--- config.mk ---
export PLATFORM = sky130hd
export DESIGN_NAME = bist_mem_ctrl_param_flat
export DESIGN_NICKNAME = d
export VERILOG_FILES = /design/src/rtl/bist_mem_ctrl_param_if.sv /design/src/rtl/bist_mem_ctrl_param.sv /design/src/flat_wrapper.sv
export SDC_FILE = /design/constraint.sdc
export NUM_CORES = 1
export LEC_CHECK = 0
export BUFFER_PORTS_ARGS = -buffer_cell sky130_fd_sc_hd__clkbuf_2
export CAP_MARGIN = 0
export CORE_ASPECT_RATIO = 1.75
export CORE_MARGIN = 2
export CORE_UTILIZATION = 60
export CTS_CLUSTER_DIAMETER = 60
export DETAILED_ROUTE_END_ITERATION = 10
export PLACE_DENSITY_LB_ADDON = 0.05
export SKIP_CTS_REPAIR_TIMING = 1
export SYNTH_ARGS = -nofsm -noshare
export SYNTH_HDL_FRONTEND = slang
export SYNTH_SLANG_ARGS = --single-unit
--- constraint.sdc ---
create_clock -name clk -period 4.05 [get_ports clk]
set_clock_uncertainty 0.15 [all_clocks]
set_input_delay 0.81 -clock clk [delete_from_list [all_inputs] [get_ports clk]]
set_output_delay 0.81 -clock clk [all_outputs]
set_load 0.1 [all_outputs]
--- src/rtl/bist_mem_ctrl_param_if.sv ---
// SRAM-side bus of the BIST controller: the muxed command/data toward the array and its read data back.
interface bist_mem_ctrl_param_if #(
  parameter int unsigned DATA_W = 2,
  parameter int unsigned ADDR_W = 4
);
  logic [DATA_W-1:0] mem_din;
  logic [DATA_W-1:0] mem_dout;
  logic [ADDR_W-1:0] mem_addr;
  logic              mem_cs_n;
  logic              mem_we_n;

  modport master (output mem_din, mem_addr, mem_cs_n, mem_we_n, input mem_dout);
  modport slave  (input mem_din, mem_addr, mem_cs_n, mem_we_n, output mem_dout);
endinterface

--- src/rtl/bist_mem_ctrl_param.sv ---
// Memory BIST controller (checkerboard / March C-) with a functional/test mux
// in front of a single-port synchronous SRAM.
module bist_mem_ctrl_param #(
  parameter int unsigned DATA_W = 2,
  parameter int unsigned ADDR_W = 4,
  parameter int unsigned CNT_W  = 8
) (
  input  logic                  clk,
  input  logic                  rst_n,
  input  logic                  tester,
  input  logic                  start,
  input  logic                  alg_sel,
  input  logic [DATA_W-1:0]     normal_inputs_data,
  input  logic [ADDR_W-1:0]     normal_inputs_addr,
  input  logic                  normal_inputs_cs,
  input  logic                  normal_inputs_we,
  bist_mem_ctrl_param_if.master mem,
  output logic                  test_done,
  output logic                  pass_or_fail,
  output logic [ADDR_W-1:0]     fail_addr,
  output logic [CNT_W-1:0]      fail_count
);

  localparam logic [1:0] S_IDLE  = 2'd0;
  localparam logic [1:0] S_RUN   = 2'd1;
  localparam logic [1:0] S_DRAIN = 2'd2;
  localparam logic [1:0] S_DONE  = 2'd3;

  logic [1:0]        state_q, state_d;
  logic              alg_q;
  logic [2:0]        elem_q;
  logic [ADDR_W-1:0] addr_q;
  logic              ph_q;
  logic              fin_q;
  logic              bist_cs_n, bist_we_n;
  logic [ADDR_W-1:0] bist_addr;
  logic [DATA_W-1:0] bist_din;
  logic              chk_vld_q;
  logic [DATA_W-1:0] chk_exp_q;
  logic [ADDR_W-1:0] chk_addr_q;

  logic              start_run, issue;
  logic              cur_alg, cur_ph, down, pair, op_wr, op_fin, nxt_ph;
  logic [2:0]        cur_elem, last_elem, nxt_elem;
  logic [ADDR_W-1:0] cur_addr, end_addr, nxt_addr;
  logic [DATA_W-1:0] cb_base, cb, op_data;

  // Test pins own the array only while tester is high.
  assign mem.mem_din  = tester ? bist_din  : normal_inputs_data;
  assign mem.mem_addr = tester ? bist_addr : normal_inputs_addr;
  assign mem.mem_cs_n = tester ? bist_cs_n : normal_inputs_cs;
  assign mem.mem_we_n = tester ? bist_we_n : normal_inputs_we;

  assign start_run = ((state_q == S_IDLE) || (state_q == S_DONE)) && start && tester;
  assign issue     = start_run || ((state_q == S_RUN) && tester && !fin_q);

  always_ff @(posedge clk or negedge rst_n) begin
    if (!rst_n) state_q <= S_IDLE;
    else        state_q <= state_d;
  end

  always_comb begin
    state_d = state_q;
    case (state_q)
      S_IDLE, S_DONE: if (start && tester) state_d = S_RUN;
      S_RUN:          if (!tester) state_d = S_IDLE; else if (fin_q) state_d = S_DRAIN;
      S_DRAIN:        state_d = tester ? S_DONE : S_IDLE;
      default:        state_d = S_IDLE;
    endcase
  end

  // Decode the op at the sequence pointer (reset to op 0 on a new start) and its successor.
  always_comb begin
    for (int i = 0; i < DATA_W; i++) cb_base[i] = i[0];
    cur_alg   = start_run ? alg_sel : alg_q;
    cur_elem  = start_run ? 3'd0    : elem_q;
    cur_addr  = start_run ? '0      : addr_q;
    cur_ph    = start_run ? 1'b0    : ph_q;
    cb        = cb_base ^ {DATA_W{cur_addr[0]}};
    down      = cur_alg && ((cur_elem == 3'd3) || (cur_elem == 3'd4));
    pair      = cur_alg && (cur_elem != 3'd0) && (cur_elem != 3'd5);
    last_elem = cur_alg ? 3'd5 : 3'd3;
    end_addr  = down ? '0 : {ADDR_W{1'b1}};
    op_wr     = 1'b0;
    op_data   = '0;
    if (!cur_alg) begin
      op_wr   = !cur_elem[0];
      op_data = cur_elem[1] ? ~cb : cb;
    end else begin
      case (cur_elem)
        3'd0:       begin op_wr = 1'b1;   op_data = '0; end
        3'd1, 3'd3: begin op_wr = cur_ph; op_data = cur_ph ? {DATA_W{1'b1}} : '0; end
        3'd2, 3'd4: begin op_wr = cur_ph; op_data = cur_ph ? '0 : {DATA_W{1'b1}}; end
        default:    begin op_wr = 1'b0;   op_data = '0; end
      endcase
    end
    nxt_elem = cur_elem;
    nxt_addr = cur_addr;
    nxt_ph   = 1'b0;
    op_fin   = 1'b0;
    if (pair && !cur_ph) begin
      nxt_ph = 1'b1;
    end else if (cur_addr == end_addr) begin
      nxt_elem = cur_elem + 3'd1;
      op_fin   = (cur_elem == last_elem);
      nxt_addr = (cur_alg && ((cur_elem == 3'd2) || (cur_elem == 3'd3))) ? {ADDR_W{1'b1}} : '0;
    end else begin
      nxt_addr = down ? cur_addr - ADDR_W'(1) : cur_addr + ADDR_W'(1);
    end
  end

  always_ff @(posedge clk or negedge rst_n) begin
    if (!rst_n) begin
      alg_q        <= 1'b0;
      elem_q       <= '0;
      addr_q       <= '0;
      ph_q         <= 1'b0;
      fin_q        <= 1'b0;
      bist_cs_n    <= 1'b1;
      bist_we_n    <= 1'b1;
      bist_addr    <= '0;
      bist_din     <= '0;
      chk_vld_q    <= 1'b0;
      chk_exp_q    <= '0;
      chk_addr_q   <= '0;
      test_done    <= 1'b0;
      pass_or_fail <= 1'b0;
      fail_addr    <= '0;
      fail_count   <= '0;
    end else begin
      if (issue) begin
        bist_cs_n <= 1'b0;
        bist_we_n <= !op_wr;
        bist_addr <= cur_addr;
        bist_din  <= op_data;
        elem_q    <= nxt_elem;
        addr_q    <= nxt_addr;
        ph_q      <= nxt_ph;
        fin_q     <= op_fin;
      end else begin
        bist_cs_n <= 1'b1;
        bist_we_n <= 1'b1;
      end
      // Read data returns a cycle after the read is presented, so expected/addr trail by one.
      chk_vld_q  <= (state_q == S_RUN) && tester && !bist_cs_n && bist_we_n;
      chk_exp_q  <= bist_din;
      chk_addr_q <= bist_addr;
      if (state_q == S_DONE) begin
        test_done    <= 1'b1;
        pass_or_fail <= (fail_count == '0);
      end
      if (start_run) begin
        alg_q        <= alg_sel;
        test_done    <= 1'b0;
        pass_or_fail <= 1'b0;
        fail_addr    <= '0;
        fail_count   <= '0;
      end else if (chk_vld_q && (mem.mem_dout != chk_exp_q)) begin
        if (fail_count == '0)        fail_addr  <= chk_addr_q;
        if (fail_count != {CNT_W{1'b1}}) fail_count <= fail_count + CNT_W'(1);
      end
    end
  end

endmodule

--- src/flat_wrapper.sv ---
// flat-port wrapper written by rule: the top's interface ports become plain ports
module bist_mem_ctrl_param_flat 
#(
  parameter int unsigned DATA_W = 2,
  parameter int unsigned ADDR_W = 4,
  parameter int unsigned CNT_W  = 8
)
  (clk, rst_n, tester, start, alg_sel, normal_inputs_data, normal_inputs_addr, normal_inputs_cs, normal_inputs_we, test_done, pass_or_fail, fail_addr, fail_count, mem_mem_din, mem_mem_addr, mem_mem_cs_n, mem_mem_we_n, mem_mem_dout);
  bist_mem_ctrl_param_if #(.DATA_W(DATA_W), .ADDR_W(ADDR_W)) mem_i ();
  input  logic clk;
  input  logic rst_n;
  input  logic tester;
  input  logic start;
  input  logic alg_sel;
  input  logic [DATA_W-1:0] normal_inputs_data;
  input  logic [ADDR_W-1:0] normal_inputs_addr;
  input  logic normal_inputs_cs;
  input  logic normal_inputs_we;
  output logic test_done;
  output logic pass_or_fail;
  output logic [ADDR_W-1:0] fail_addr;
  output logic [CNT_W-1:0] fail_count;
  output wire logic [$bits(mem_i.mem_din)-1:0] mem_mem_din;
  output wire logic [$bits(mem_i.mem_addr)-1:0] mem_mem_addr;
  output wire logic [$bits(mem_i.mem_cs_n)-1:0] mem_mem_cs_n;
  output wire logic [$bits(mem_i.mem_we_n)-1:0] mem_mem_we_n;
  input wire logic [$bits(mem_i.mem_dout)-1:0] mem_mem_dout;
  assign mem_mem_din = mem_i.mem_din;
  assign mem_mem_addr = mem_i.mem_addr;
  assign mem_mem_cs_n = mem_i.mem_cs_n;
  assign mem_mem_we_n = mem_i.mem_we_n;
  assign mem_i.mem_dout = mem_mem_dout;
  bist_mem_ctrl_param #(.DATA_W(DATA_W), .ADDR_W(ADDR_W), .CNT_W(CNT_W)) u_core (.clk(clk), .rst_n(rst_n), .tester(tester), .start(start), .alg_sel(alg_sel), .normal_inputs_data(normal_inputs_data), .normal_inputs_addr(normal_inputs_addr), .normal_inputs_cs(normal_inputs_cs), .normal_inputs_we(normal_inputs_we), .mem(mem_i), .test_done(test_done), .pass_or_fail(pass_or_fail), .fail_addr(fail_addr), .fail_count(fail_count));
endmodule
==> results.yml, run 1 <==
status:
  status: "completed"
critical_path:
  cpMostUsedCell: "o21ai_0"
  critPathCaptureType: "flop"
  r2r_cells: 7
  required_ns: 4.08
  r2r-start: "u_core.state_q[0]$_DFFE_PN0P_"
  rrSetupSlack_ns: 1.21
  startpoint_type: "flop"
  arrival_ns: 2.88
  critPathMaxStageDelay_ns: 0.94
  critPathKind: "reg -> reg"
  endpoint: "u_core.addr_q[2]$_DFFE_PN0N_"
  worst-path-stages: 7
  setup.worst_path.start: "u_core.state_q[0]$_DFFE_PN0P_"
  crit_family: "compound AO/OA/AOI/OAI gates"
  crit_fanout: 11
  path_buf_inv: 1
  slowest_stage: "o21ai_0"
  r2r_end: "u_core.addr_q[2]$_DFFE_PN0N_"
  cp_cell_sequence: "inv_1 > ha_1 > and2_1 > o21ai_0 > nand2b_1 > mux2i_1 > o21ai_0"
sta:
  fin_tns_setup_ns: 0
  slew_headroom_pct: 18.2
  max_freq_mhz: 352
  worst_slew_pin_slew_ns: 1.21
  hold_viol: 0
  setup_violations: 0
  period_needed_ns: 2.84
  rsz0062_at_grt: "no"
  fin_crit_sh_pct: 70.1
  slew_violations: 0
run:
  maxCapViolCount: 0
route:
  wl_per_cell_um: 15.7
  antenna_left: 0
  num_vias: 1930
  vias_per_cell: 6.03
  wl_um: 5020
  remaining_drc_errors: 0
  dr.pass1.iters: 4
  initialDrtViolationCount: 37
clocking:
  cts_root_buf: "clkbuf_8"
  clock-sinks: 41
  cts_buffers: 5
  htreeDepth: 2
  cts_tree: "built"
  cts_buffer_depth: 2
  clkLatencyLatePin_ns: 0.30
  path_clk_slew_ns: 0.08
yosys:
  syn-num-nets: 266
  synth_flop_cell: "dfrtp_1"
  ys_ff_latch: 41
  synth_edf_count: 0
  synth_area_mm2: 0.00229
  synth_warnings: 0
  synth_cell_types: 46
  postSynthCellCount: 244
  ys_async_sr_fraction_pct: 100
  syn_area_per_cell_um2: 9.38
  yosysSeqAreaShare_pct: 44.9
final_layout:
  filler_cell_count: 324
  area_growth_pct: 12.9
  final_cell_mix: "39 x dfrtp_1, 36 x clkbuf_2, 25 x nand2_1"
  fin_nets: 295
  multi_input_area_mm2: 0.00118
  layout_commonest_cell: "dfrtp_1"
  fin_cells: 320
  drive_gt1_share_pct: 21.2
  regArea_mm2: 0.00103
  diodes: 0
global_route:
  grt_pass1_vias: 1790
  antenna_found_initial: 0
  grt_max_degree: 42
  grt_pass1_wl_um: 8220
  grt_overflow_total: 0
  grt.total_usage_pct: 25.4
power:
  p_per_area_mw_per_mm2: 688
  p_leak_nw: 1.22
  vdd_drop_max_mv: 0.556
placement:
  dp_cells: 312
  dp.final_hpwl_um: 3720
  routabilityCongestion: 0.770
  port_buffers: 36
floorplanning:
  die_h_um: 85.7
  ioPinCount: 37
  start_util_pct: 63.1
  die_w_um: 50.7
  die_area_mm2: 0.00435
  core_mm2: 0.00363
  row_count: 29
min_path:
  hold_class: "reg -> reg"
==> worst min-delay path by stage <==
stage | start | end | slack [ns] | cells after the start
after floorplan | u_core.bist_addr[0]$_DFFE_PN0N_ | u_core.chk_addr_q[0]$_DFF_PN0_ | 0.21 | 0
after global placement | u_core.bist_din[0]$_DFFE_PN0N_ | u_core.chk_exp_q[0]$_DFF_PN0_ | 0.24 | 0
after detailed placement | u_core.bist_addr[3]$_DFFE_PN0N_ | u_core.chk_addr_q[3]$_DFF_PN0_ | 0.24 | 0
after CTS | u_core.bist_addr[3]$_DFFE_PN0N_ | u_core.chk_addr_q[3]$_DFF_PN0_ | 0.26 | 0
after global routing | u_core.bist_addr[2]$_DFFE_PN0N_ | u_core.chk_addr_q[2]$_DFF_PN0_ | 0.27 | 0
final | u_core.bist_addr[3]$_DFFE_PN0N_ | u_core.chk_addr_q[3]$_DFF_PN0_ | 0.26 | 0
==> cell type report <==
| type | count | area share, % |
|---|---|---|
| Multi-Input combinational cell | 182 | 45.5 |
| Inverter | 7 | 1.02 |
| Clock inverter | 3 | 1.79 |
| Clock buffer | 5 | 2.66 |
| Sequential cell | 41 | 39.8 |
| Tap cell | 46 | 2.23 |
| Timing Repair Buffer | 36 | 6.97 |
==> flip-flops by register name (all words and copies together) (netlist names) <==
| register | flops |
|---|---|
| u_core.test_done | 1 |
| u_core.bist_cs_n | 1 |
| u_core.addr_q | 4 |
| u_core.bist_addr | 4 |
| u_core.pass_or_fail | 1 |
| u_core.state_q | 2 |
| u_core.chk_vld_q | 1 |
| u_core.elem_q | 3 |
| u_core.bist_we_n | 1 |
| u_core.fin_q | 1 |
| u_core.chk_exp_q | 2 |
| u_core.bist_din | 2 |
| u_core.ph_q | 1 |
| u_core.fail_addr | 4 |
| u_core.alg_q | 1 |
| u_core.fail_count | 8 |
| u_core.chk_addr_q | 4 |
==> stage by stage <==
step           area [um2]  hold WS [ns]  setup slack, ns  util, %  total power, W
6_report             2580         0.261             1.21     71.2         0.00178
4_1_cts              2580         0.260             1.22     71.2         0.00178
3_3_place_gp         2470         0.240            0.998     68.1         0.00143
3_5_place_dp         2470         0.244            0.947     68.1         0.00145
5_1_grt              2580         0.268            0.947     71.2         0.00188
2_1_floorplan        2290         0.213             1.38        -         0.00130
==> cell families after synthesis <==
family | after synthesis | synth area share [%]
fa+ha+maj | 7 | 3.82
buf+inv | 21 | 3.66
simple gates | 91 | 20.6
compound gates | 56 | 15.0
mux | 15 | 6.99
flops | 41 | 44.9
xor+xnor | 13 | 4.97
==> report_power, final <==
part	switching, W	internal [W]
sequential	0.000121	0.000533
combinational	0.000594	0.000198
clock	0.000147	0.000184
total	0.000862	0.000916
==> cells in the mapped netlist (all sizes together), types with 5 or more instances <==
cell type | number | area (um2)
a21oi | 16 | 80.1
clkbuf | 10 | 38.8
dfrtp | 39 | 976
ha | 7 | 87.6
inv | 7 | 26.3
mux2 | 8 | 90.1
mux2i | 7 | 70.1
nand2 | 25 | 93.8
nand2b | 5 | 31.3
nand3 | 8 | 40.0
nor2 | 20 | 75.1
o21ai | 18 | 90.1
or3 | 5 | 31.3
xnor2 | 7 | 61.3
xor2 | 6 | 52.6
==> routing by layer <==
layer | track usage [%] | share of wire [%] | vias to the layer above
met2 | 47.7 | 57 | 44
met3 | 3.31 | 3.0 | 9
li1 | - | - | 922
met5 | 0 | 0 | -
met1 | 27.0 | 38 | 955
met4 | 11.8 | 2.2 | 0
Note: power is estimated with default switching activity, not from simulation.
==> inputs of run 2 (changes only) <==
- CORE_UTILIZATION: 60 -> 51
- clock period: 4.05 -> 2.5 ns (I/O delays scaled with it)
==> run 2 against run 1 <==
Non-clock buffer count grew 14. Core utilization shrank 9.3 points. Critical path depth unchanged. Largest cell class unchanged. Maximum frequency grew 17%. Critical endpoint is now u_core.fail_addr[2]$_DFFE_PN0P_. Sequential cell count stayed put. Largest power group unchanged. Clock-buffer cell count stayed put.
==> results.yml, run 2 (synthesis gave the netlist of run 1 again) <==
status:
  status: "completed"
clocking:
  cts_buffer_depth: 2
  htreeDepth: 2
  path_clk_slew_ns: 0.08
  cts_buffers: 5
  cts_root_buf: "clkbuf_8"
  clkLatencyLatePin_ns: 0.29
  cts_tree: "built"
  clock-sinks: 41
sta:
  max_freq_mhz: 413
  fin_tns_setup_ns: 0
  hold_viol: 0
  period_needed_ns: 2.42
  slew_violations: 0
  rsz0062_at_grt: "no"
  slew_headroom_pct: 64.1
  worst_slew_pin_slew_ns: 0.542
  setup_violations: 0
  fin_crit_sh_pct: 97.0
critical_path:
  crit_fanout: 5
  required_ns: 2.54
  arrival_ns: 2.46
  critPathCaptureType: "flop"
  startpoint_type: "flop"
  critPathKind: "reg -> reg"
min_path:
  hold_class: "in -> async"
global_route:
  grt_overflow_total: 0
  grt.total_usage_pct: 24.8
  grt_pass1_wl_um: 9160
  grt_pass1_vias: 2001
  antenna_found_initial: 0
  grt_max_degree: 42
floorplanning:
  die_h_um: 92.6
  die_w_um: 54.7
  die_area_mm2: 0.00506
  start_util_pct: 52.5
  row_count: 32
  core_mm2: 0.00436
  ioPinCount: 37
final_layout:
  final_cell_mix: "37 x dfrtp_1, 36 x clkbuf_2, 25 x nand2_1"
  filler_cell_count: 410
  fin_util_pct: 62.0
  area_growth_pct: 18.1
  fin_cells: 339
  fin_nets: 309
  diodes: 0
  top_register: "u_core.fail_count"
  drive_gt1_share_pct: 26.0
  largest_reg_flops: 8
  layout_commonest_cell: "dfrtp_1"
power:
  p_per_area_mw_per_mm2: 1090
  p_leak_nw: 1.29
  vdd_drop_max_mv: 0.845
route:
  vias_per_cell: 5.86
  wl_per_cell_um: 16.4
  dr.pass1.iters: 4
  antenna_left: 0
  num_vias: 1988
  remaining_drc_errors: 0
  initialDrtViolationCount: 46
  wl_um: 5560
run:
  maxCapViolCount: 0
placement:
  port_buffers: 36
  dp_cells: 331
  dp.final_hpwl_um: 4180
  routabilityCongestion: 0.838
-- run 2: cell type report --
type                            count  area [um2]  area share (%)
Multi-Input combinational cell    182        1180            43.8
Sequential cell                    41        1030            38.1
Timing Repair Buffer               50         285            10.5
Clock buffer                        5        68.8            2.54
Tap cell                           51        63.8            2.36
Clock inverter                      3        46.3            1.71
Inverter                            7        26.3           0.971
-- run 2: worst max-delay path, stage by stage (launching register included) --
cell and delay, ns:
dfrtp_2 0.44, inv_1 0.10, ha_1 0.16, or4b_2 0.60
nor4_2 0.33, nand2_1 0.27, mux2i_1 0.20, nor2_1 0.06
-- run 2: power by group --
| group | leakage [nW] | internal [W] | switching, W | total [W] |
|---|---|---|---|---|
| combinational | 0.699 | 0.000362 | 0.000995 | 0.00136 |
| clock | 0.0543 | 0.000299 | 0.000242 | 0.000541 |
| sequential | 0.539 | 0.000864 | 0.000183 | 0.00105 |
| total | 1.29 | 0.00153 | 0.00142 | 0.00294 |
-- run 2: path summary, 6_finish.rpt --
kind | from | endpoint | slack, ns | cells after the start
min | rst_n | u_core.test_done$_DFFE_PN0P_ | 0.10 | 2
min reg2reg | u_core.bist_din[0]$_DFFE_PN0N_ | u_core.chk_exp_q[0]$_DFF_PN0_ | 0.26 | 0
max reg2reg | u_core.fail_count[0]$_DFFE_PN0P_ | u_core.fail_addr[2]$_DFFE_PN0P_ | 0.08 | 7
max | u_core.fail_count[0]$_DFFE_PN0P_ | u_core.fail_addr[2]$_DFFE_PN0P_ | 0.08 | 7
min in group clk | u_core.bist_din[0]$_DFFE_PN0N_ | u_core.chk_exp_q[0]$_DFF_PN0_ | 0.26 | 0
max in group asynchronous | rst_n | u_core.fail_count[1]$_DFFE_PN0P_ | 1.70 | 2
-- run 2: routing by layer --
layer | up-vias | routed length [um] | track usage, %
li1 | 948 | - | -
met1 | 971 | 2040 | 26.8
met2 | 53 | 3160 | 44.5
met3 | 16 | 190 | 3.87
met4 | 0 | 162 | 10.6
met5 | - | 0 | 0
-- run 2: metrics by stage --
stage	worst slack, ns	hold WS (ns)	area, um2	total power (W)
final	0.0761	0.103	2710	0.00294
after global routing	0.000916	0.166	2710	0.00311
after CTS	-0.144	0.127	2700	0.00296
after detailed placement	-0.121	0.240	2580	0.00241
after global placement	-0.0942	0.246	2580	0.00240
after floorplan	0.0160	0.0544	2290	0.00211
